--- config.mk ---
export PLATFORM = sky130hd
export DESIGN_NAME = pulse_train_tx
export DESIGN_NICKNAME = d
export VERILOG_FILES = /design/src/rtl/pulse_train_tx_pkg.sv /design/src/rtl/pulse_train_tx_tc_counter.sv /design/src/rtl/pulse_train_tx.sv
export SDC_FILE = /design/constraint.sdc
export NUM_CORES = 1
export LEC_CHECK = 0
export ABC_AREA = 1
export BUFFER_PORTS_ARGS = -buffer_cell sky130_fd_sc_hd__buf_2
export CORE_MARGIN = 2
export CORE_UTILIZATION = 45
export DETAILED_ROUTE_END_ITERATION = 7
export GPL_ROUTABILITY_DRIVEN = 0
export PLACE_DENSITY = 0.68
export SYNTH_ARGS = -nofsm -noshare
export SYNTH_HDL_FRONTEND = slang
export SYNTH_SLANG_ARGS = --single-unit
--- constraint.sdc ---
create_clock -name clk -period 1.25 [get_ports clk]
set_input_delay 0.125 -clock clk [delete_from_list [all_inputs] [get_ports clk]]
set_output_delay 0.125 -clock clk [all_outputs]
set_load 0.01 [all_outputs]
--- src/rtl/pulse_train_tx_pkg.sv ---
// Shared types and constants for the pulse_train_tx strobe generator.
// Holds the FSM state encoding, power-up terminal counts and event counter width.
package pulse_train_tx_pkg;

  typedef enum logic [1:0] {
    ST_IDLE = 2'd0,
    ST_RUN  = 2'd1,
    ST_STOP = 2'd2
  } state_t;

  localparam int PTT_DEF_TC_A = 24;
  localparam int PTT_DEF_TC_B = 7;
  localparam int EV_CNT_W     = 16;

endpackage

--- src/rtl/pulse_train_tx_tc_counter.sv ---
// Generic wrap-at-terminal counter: counts 0..tc while enabled, clear has priority.
// hit is decoded from the registered count so it aligns with the counter value.
module tc_counter #(
  parameter int W = 5
) (
  input  logic         clk,
  input  logic         rst_n,
  input  logic         en,
  input  logic         clr,
  input  logic [W-1:0] tc,
  output logic [W-1:0] cnt,
  output logic         hit
);

  logic [W-1:0] cnt_r;

  // Counter register: clear wins over enable, wraps to zero at the terminal count
  always_ff @(posedge clk or negedge rst_n) begin
    if (!rst_n) begin
      cnt_r <= '0;
    end else if (clr) begin
      cnt_r <= '0;
    end else if (en) begin
      if (cnt_r == tc) begin
        cnt_r <= '0;
      end else begin
        cnt_r <= cnt_r + W'(1);
      end
    end
  end

  assign cnt = cnt_r;
  assign hit = (cnt_r == tc);

endmodule

--- src/rtl/pulse_train_tx.sv ---
// Cascaded primary/secondary strobe generator with runtime terminal counts.
// Optional saturating strobe_b event counter enabled by PULSE_TRAIN_TX_EVCNT_EN.
module pulse_train_tx
  import pulse_train_tx_pkg::*;
#(
  parameter int W_A      = 5,
  parameter int W_B      = 5,
  parameter int DEF_TC_A = PTT_DEF_TC_A,
  parameter int DEF_TC_B = PTT_DEF_TC_B
) (
  input  logic           clk,
  input  logic           reset,
  input  logic           en,
  input  logic           cfg_valid,
  output logic           cfg_ready,
  input  logic [W_A-1:0] cfg_tc_a,
  input  logic [W_B-1:0] cfg_tc_b,
  output logic           strobe_a,
  output logic           strobe_b,
  output logic           gate_b,
  output logic           busy,
  output logic [W_A-1:0] cnt_a,
  output logic [W_B-1:0] cnt_b
`ifdef PULSE_TRAIN_TX_EVCNT_EN
  ,
  output logic [EV_CNT_W-1:0] ev_count
`endif
);

  state_t         state_r;
  state_t         state_nxt_s;
  logic [W_A-1:0] tc_a_r;
  logic [W_B-1:0] tc_b_r;
  logic [W_A-1:0] shd_a_r;
  logic [W_B-1:0] shd_b_r;
  logic           shd_full_r;
  logic           gate_r;
  logic           run_s;
  logic           clr_s;
  logic           hit_a_s;
  logic           hit_b_s;
  logic           xfer_s;

  assign run_s    = (state_r != ST_IDLE);
  assign clr_s    = (state_nxt_s == ST_IDLE);
  assign xfer_s   = cfg_valid && !shd_full_r;
  assign strobe_a = run_s && hit_a_s;
  assign strobe_b = gate_r && hit_b_s;
  assign gate_b   = gate_r;
  assign busy     = run_s;
  assign cfg_ready = !shd_full_r;

  // State register
  always_ff @(posedge clk or negedge reset) begin
    if (!reset) begin
      state_r <= ST_IDLE;
    end else begin
      state_r <= state_nxt_s;
    end
  end

  // Next-state decode; a stop request only retires at the end of the current period
  always_comb begin
    state_nxt_s = state_r;
    case (state_r)
      ST_IDLE: begin
        if (en) begin
          state_nxt_s = ST_RUN;
        end else begin
          state_nxt_s = ST_IDLE;
        end
      end
      ST_RUN: begin
        if (!en) begin
          state_nxt_s = ST_STOP;
        end else begin
          state_nxt_s = ST_RUN;
        end
      end
      ST_STOP: begin
        if (en) begin
          state_nxt_s = ST_RUN;
        end else if (hit_a_s) begin
          state_nxt_s = ST_IDLE;
        end else begin
          state_nxt_s = ST_STOP;
        end
      end
      default: begin
        state_nxt_s = ST_IDLE;
      end
    endcase
  end

  // Secondary window flips on every primary strobe
  always_ff @(posedge clk or negedge reset) begin
    if (!reset) begin
      gate_r <= 1'b0;
    end else if (clr_s) begin
      gate_r <= 1'b0;
    end else if (strobe_a) begin
      gate_r <= !gate_r;
    end
  end

  // Terminal-count registers: direct load when idle, otherwise staged in the shadow slot
  always_ff @(posedge clk or negedge reset) begin
    if (!reset) begin
      tc_a_r     <= W_A'(DEF_TC_A);
      tc_b_r     <= W_B'(DEF_TC_B);
      shd_a_r    <= '0;
      shd_b_r    <= '0;
      shd_full_r <= 1'b0;
    end else if (state_r == ST_IDLE) begin
      // a config staged on the final strobe of a stop still lands here
      if (shd_full_r) begin
        tc_a_r     <= shd_a_r;
        tc_b_r     <= shd_b_r;
        shd_full_r <= 1'b0;
      end else if (xfer_s) begin
        tc_a_r <= cfg_tc_a;
        tc_b_r <= cfg_tc_b;
      end
    end else begin
      if (strobe_a && shd_full_r) begin
        tc_a_r     <= shd_a_r;
        tc_b_r     <= shd_b_r;
        shd_full_r <= 1'b0;
      end else if (xfer_s) begin
        shd_a_r    <= cfg_tc_a;
        shd_b_r    <= cfg_tc_b;
        shd_full_r <= 1'b1;
      end
    end
  end

  tc_counter #(.W(W_A)) u_cnt_a (
    .clk   (clk),
    .rst_n (reset),
    .en    (run_s),
    .clr   (clr_s),
    .tc    (tc_a_r),
    .cnt   (cnt_a),
    .hit   (hit_a_s)
  );

  tc_counter #(.W(W_B)) u_cnt_b (
    .clk   (clk),
    .rst_n (reset),
    .en    (gate_r),
    .clr   (clr_s),
    .tc    (tc_b_r),
    .cnt   (cnt_b),
    .hit   (hit_b_s)
  );

`ifdef PULSE_TRAIN_TX_EVCNT_EN
  logic [EV_CNT_W-1:0] ev_cnt_r;

  // Saturating strobe_b event counter, restarted on each IDLE->RUN
  always_ff @(posedge clk or negedge reset) begin
    if (!reset) begin
      ev_cnt_r <= '0;
    end else if ((state_r == ST_IDLE) && (state_nxt_s == ST_RUN)) begin
      ev_cnt_r <= '0;
    end else if (strobe_b && (ev_cnt_r != {EV_CNT_W{1'b1}})) begin
      ev_cnt_r <= ev_cnt_r + EV_CNT_W'(1);
    end
  end

  assign ev_count = ev_cnt_r;
`endif

endmodule

* Yosys cells after proc, flatten, opt, wreduce, memory -nomap -nowiden
Cells that the tools add are included.
** Storage, ports and cells
- Bits in registers :: 34
- Output and inout bits :: 15
- Input bits :: 14
** Cells by class
- Equal/unequal tests :: 5
- Add/subtract/negate cells :: 2
- Bitwise operators :: 2
- Mux-type cells :: 24
- Reduce and logical (&&, ||, !) cells :: 16
** Operators by type and width (count)
- $mux W5 :: 14
- $add A5 B1 Y5 const B :: 2
- $eq A5 B5 Y1 :: 2
- $reduce_bool A2 Y1 :: 5
- $mux W1 :: 6
- $mux W2 :: 3
- $pmux W2 S3 :: 1
- $logic_and A1 B1 Y1 :: 4
- $logic_not A2 Y1 :: 2
- $ne A3 B3 Y1 const B :: 1
- $reduce_and A3 Y1 :: 1
- $reduce_bool A3 Y1 :: 1
- $eq A2 B1 Y1 const B :: 1
- $eq A2 B2 Y1 const B :: 1
- $logic_not A1 Y1 :: 2
- $not A1 Y1 :: 2
- $reduce_and A2 Y1 :: 1

* Longest topological paths before layout
- Word-level depth :: 6
- Gate-level depth with buffers :: 10
- Gate-level depth less buffers :: 9

* Hierarchy
A second synthesis with hierarchy kept.
** Unflattened totals
- Cells, all modules :: 287
- Area total of the unflattened synthesis :: 2009.4 sq um
** By module, submodules not included
- pulse_train_tx :: seq. area each 606.8 sq um, area an instance 1303.8 sq um, cells each 183, times used 1
- tc_counter :: seq. area each 125.1 sq um, area an instance 352.8 sq um, cells each 52, times used 2

* Least setup slack after synthesis
OpenSTA, ideal clock, no wires.
- Path type :: reg-to-reg
- Start :: register u_cnt_a.cnt_r[2] (netlist: u_cnt_a.cnt[2])
- End :: register tc_a_r[0]
- Setup slack :: -0.146 ns
- Data required time :: 1.132 ns
- Library setup time :: 0.118 ns
- Path buffers :: 1
- Arrival :: 1.278 ns
- Cell stages (with the launch flop) :: 10
- Cells stage by stage :: dfrtp_1 -> buf_4 -> nand2_1 -> nand2_1 -> nor2_4 -> nand3_4 -> nor2_4 -> nand2_4 -> nand3_1 -> nand2_1
** On the way
- Word-level cells in the longest chain between the ends :: 5
** Ends and longest elaborated chain
- start, declared :: RTL line pulse_train_tx_tc_counter.sv:15 : logic [W-1:0] cnt_r;
- start signal, assigned :: RTL line pulse_train_tx_tc_counter.sv:27 : cnt_r <= cnt_r + W'(1);
- $eq A5 B5 Y1 :: RTL line pulse_train_tx_tc_counter.sv:33 : assign hit = (cnt_r == tc);
- $logic_and A1 B1 Y1 :: RTL line pulse_train_tx.sv:47 : assign strobe_a = run_s && hit_a_s;
- net strobe_a :: RTL line pulse_train_tx.sv:18 : output logic strobe_a,
- $logic_and A1 B1 Y1 :: RTL line pulse_train_tx.sv:125 : if (strobe_a && shd_full_r) begin
- $reduce_bool A2 Y1 (no source line)
- $reduce_and A2 Y1 (no source line)
- end signal, assigned :: RTL line pulse_train_tx.sv:117 : tc_a_r <= shd_a_r;
- end signal, assigned :: RTL line pulse_train_tx.sv:121 : tc_a_r <= cfg_tc_a;
- end signal, assigned :: RTL line pulse_train_tx.sv:126 : tc_a_r <= shd_a_r;
- end, declared :: RTL line pulse_train_tx.sv:32 : logic [W_A-1:0] tc_a_r;
The timed path passes the listed nets, and every way through them passes these cells.
A chain may end at the register's enable or synchronous reset.

* Worst setup path after layout
- Start :: register tc_a_r[3]
- End :: output port strobe_a
** On the way
- Word-level cells in the longest chain between the ends :: 2
** Ends and longest elaborated chain
- start signal, assigned :: RTL line pulse_train_tx.sv:109 : tc_a_r <= W_A'(DEF_TC_A);
- start signal, assigned :: RTL line pulse_train_tx.sv:117
- start signal, assigned :: RTL line pulse_train_tx.sv:121
- $eq A5 B5 Y1 :: RTL line pulse_train_tx_tc_counter.sv:33
- $logic_and A1 B1 Y1 :: RTL line pulse_train_tx.sv:47
- end, declared :: RTL line pulse_train_tx.sv:18
No other way between the ends.

==> impl_summary.log <==
INFO  metric status = finished, violations left
INFO  metric failed_checks = setup timing
INFO  metric placement_rows = 23
INFO  metric fraction_of_layout_instances_using_a_drive_strength_above_1 = 40.8%
INFO  metric skew = ~0.0045 ns
INFO  metric syn-cell-area = around 1900 sq um
INFO  metric root_buffer = clkbuf_8
INFO  metric grt_remaining_overflow = 0
INFO  metric count_of_endpoints_failing_setup_in_the_final_report = 36
INFO  metric wl_per_cell = 11.8 microns
INFO  metric io_pins = 29
INFO  metric cts.path.max_buffers = 2
INFO  metric crit_buf_inv = 2
INFO  metric crit_path_start_kind = flip-flop
INFO  metric port_buffers = 28
INFO  metric leakagePower = 1.39 nW
INFO  metric finalNonFillerCells = 356
INFO  metric cts.sink_count = 34
INFO  metric postLayoutCoreUtil = 65.6%
INFO  metric dpl.cell_count = about 340
INFO  metric max_cap_violations = 0
INFO  metric avgSynthCellArea = 7.88 sq um
INFO  metric hpwl = around 2900 microns
INFO  metric timing.fmax = ~650 MHz
INFO  metric routed-via-count = roughly 1,700
INFO  metric core_area = between 4000 and 5000 sq um
INFO  metric startpoint = tc_a_r[3]$_DFFE_PN1P_
INFO  metric hold_class = primary input to flip-flop
INFO  metric areaGrowthSynthToFinish = 39.3%
INFO  metric path_delay_family = flip-flops
INFO  metric critical_path_class = flip-flop to output port
INFO  metric post_synth_main_area_contributors = dfrtp_1 39%, nand2_1 14%, dfstp_2 7.0%
INFO  metric tritoncts_clock_tree = built
INFO  metric grt_first_pass_wirelength = 6940 microns
INFO  metric post-route-cell-area = 2620 sq um
INFO  metric final_max_slew_viol_count = 0
INFO  metric worst_max_slew_pin_slew = roughly 0.52 ns
INFO  metric grtUsageTotal = 20.1%
INFO  metric fin_worst_hold_slack = slightly above 0.08 ns
INFO  metric critical_path_required = roughly 1.1 ns
INFO  metric critical_path_peak_fanout = 2
INFO  metric p_sw_share = 40.7%
INFO  metric dieWidth = between 60 and 70 microns
INFO  metric synth_top_cell_by_area = dfrtp_1
INFO  metric antenna_cells = 0
INFO  metric setup_slack = -0.296 ns
INFO  metric synthesis.instances = ~240
INFO  metric slowest_stage = dfstp_2
INFO  metric via_per_inst = 4.77
INFO  metric postRouteWirelength = ~4200 microns
INFO  metric drt_first_pass_iters = 4
INFO  metric synth_largest_type_area_fraction = 38.5%
INFO  metric rsz_0062_raised_after_global_routing = true
INFO  metric fillers = 364
INFO  metric place_area = 2290 sq um
INFO  metric max-slew-margin-rel = 65.3%
INFO  metric die_h = 68.7 microns
INFO  metric power.share.sequential = between 30% and 40%
INFO  metric cts_htree_levels = 2
INFO  metric clk_transition_reported_paths = 0.07 ns
INFO  metric timing.critical_path.slowest_cell_delay = roughly 0.54 ns
INFO  metric drtAntennaViolNets = 0
INFO  metric die-area = 4720 sq um
INFO  metric number_of_antenna_violations_at_the_first_check_in_global_routing = 0
INFO  metric timing.critical_path.cells = inv_2, nand2_2, nand2_2, nor2_4, nand3_4, nor2_4, buf_6
INFO  metric hold_viol_final = 0
INFO  metric clk-insertion-delay-late = 0.29 ns
INFO  metric synth.ff_latch_count = 34
INFO  metric placement.setup.worst_slack = -0.185 ns
INFO  metric yosysSeqAreaShare = 45.5%
INFO  metric internal-power = 0.00327 W
INFO  metric crit_path_end_kind = output port
INFO  metric netSwitchingPower = 0.00224 W
INFO  metric nNetsFinal = 321
INFO  metric synth_fp_nets = 255
INFO  metric max-vdd-ir-drop = 1170 uV
INFO  metric r2r_start = tc_a_r[3]$_DFFE_PN1P_
INFO  metric ys.warnings.count = 0
INFO  metric clkPwrFrac = 15.4%
INFO  metric ys_types = 28
INFO  metric cts_buffers = 5
INFO  metric share_comb_of_total_power = 51.5%
INFO  metric min_period_over_period = 124%
INFO  metric hp-start = cfg_tc_a[3]
INFO  metric grt_pass1_vias = 1,574
INFO  metric drt_iter0_markers = approximately 110
INFO  metric cp_data_arrival_time = 1.42 ns
INFO  metric remaining_drc_errors = 0
INFO  metric pin_count_of_the_biggest_net_entering_global_routing = 35
INFO  metric cell_area_power_density = ~2100 nW/um^2
INFO  metric finalWorstPathRequiredPeriod = 1.55 ns
INFO  metric start_util = 47.1%
synthesized netlist by cell type, drive strengths merged:
cell type	n
nand2	72
inv	30
dfrtp	29
o21ai	24
nor2	19
nand3	16
nand4	14
xor2	8
buf	7
dfstp	5
a21oi	3
xnor2	3
ha	2
o21bai	2
a21boi	1
a31o	1
and2	1
clkbuf	1
nor3	1
worst paths after layout:
kind                                              end  slack (ns)  depth (start not counted)
setup / recovery                             strobe_a       -0.30                          7
hold / removal                 shd_a_r[3]$_DFFE_PN0P_        0.08                          3
setup reg to reg           u_cnt_a.cnt[4]$_DFFE_PN0P_       -0.25                          9
hold reg to reg                 tc_a_r[4]$_DFFE_PN1P_        0.49                          2
max in group asynchronous       tc_a_r[3]$_DFFE_PN1P_        0.67                          3
min in group asynchronous  u_cnt_b.cnt[1]$_DFFE_PN0P_        0.32                          3
worst reg2reg max path, delay by kind of cell, from the launching register on:
kind / cells / cell delay (ns)
and+or+nand+nor: 8 / 0.81
DFF: 1 / 0.54
buffers and inverters: 1 / 0.04
placed cells by master, fill, tap and decap left out, types with 2 or more instances in the layout:
cell type / n
nand3_4: 2
inv_1: 22
dfrtp_1: 27
o21ai_2: 6
nand2_1: 53
nand2_4: 2
buf_12: 2
dfstp_2: 5
dfrtp_2: 2
nor2_4: 3
ha_1: 2
buf_2: 26
xor2_1: 8
o21bai_1: 2
nand2_8: 2
xnor2_1: 3
buf_6: 9
nand2_2: 15
nor2_1: 15
inv_2: 7
nand3_1: 12
nand4_1: 14
o21ai_0: 12
buf_4: 29
nand3_2: 2
clkbuf_8: 6
o21ai_1: 6
metal layers:
metal | global-route usage [%] | vias up | wire length [microns]
met1 | 26.0 | 761 | 1970
met3 | 4.38 | 7 | 161
met2 | 32.8 | 29 | 2010
li1 | - | 902 | -
met5 | 0 | - | 0
met4 | 8.09 | 0 | 68
metrics by stage:
stage	TNS, ns	power (W)
after global placement	-2.98	0.00396
after global routing	-8.44	0.00596
after detailed placement	-3.60	0.00402
after floorplan	-2.12	0.00328
final	-5.59	0.00551
after CTS	-4.96	0.00526
cell families (layout without fill, tap and decap cells):
family	after synthesis	count (layout)	share of synthesized area, %
XOR/XNOR	11	11	5.12
flip-flops	34	34	45.5
buffers and inverters	38	105	8.50
adder cells (fa/ha/maj)	2	2	1.33
AO/OA/AOI/OAI	31	31	9.04
AND/OR/NAND/NOR	123	123	30.5
sequential cells by signal, indices dropped and copies added, names as in the netlist:
register     count
u_cnt_a.cnt      5
tc_a_r           5
tc_b_r           5
shd_b_r          5
state_r          2
gate_b           1
shd_a_r          5
shd_full_r       1
u_cnt_b.cnt      5
timing repair:
action	CTS	global route
gates cloned	0	1
pin swaps	7	7
setup buffers	7	2
gates resized for setup	18	44
hold buffers	1	0
hold endpoints to repair	29	0
setup endpoints to repair	26	36
layout make-up:
cell class	instances	area, sq um	area share [%]
clock buffers	7	86.3	3.29
well taps	50	62.6	2.38
repair buffers	67	499	19.0
multi-input cells	167	993	37.9
clock inverters	1	5.00	0.191
inverters	30	118	4.48
flip-flops and latches	34	860	32.8
power by group through the flow:
stage               registers, W  logic, W  clock network, W
floorplan                0.00178   0.00150                 0
global placement         0.00179   0.00218                 0
detailed placement       0.00180   0.00223                 0
CTS                      0.00178   0.00261          0.000864
global route             0.00187   0.00318          0.000909
finish                   0.00183   0.00284          0.000846
(Power assumes the default switching activity.)
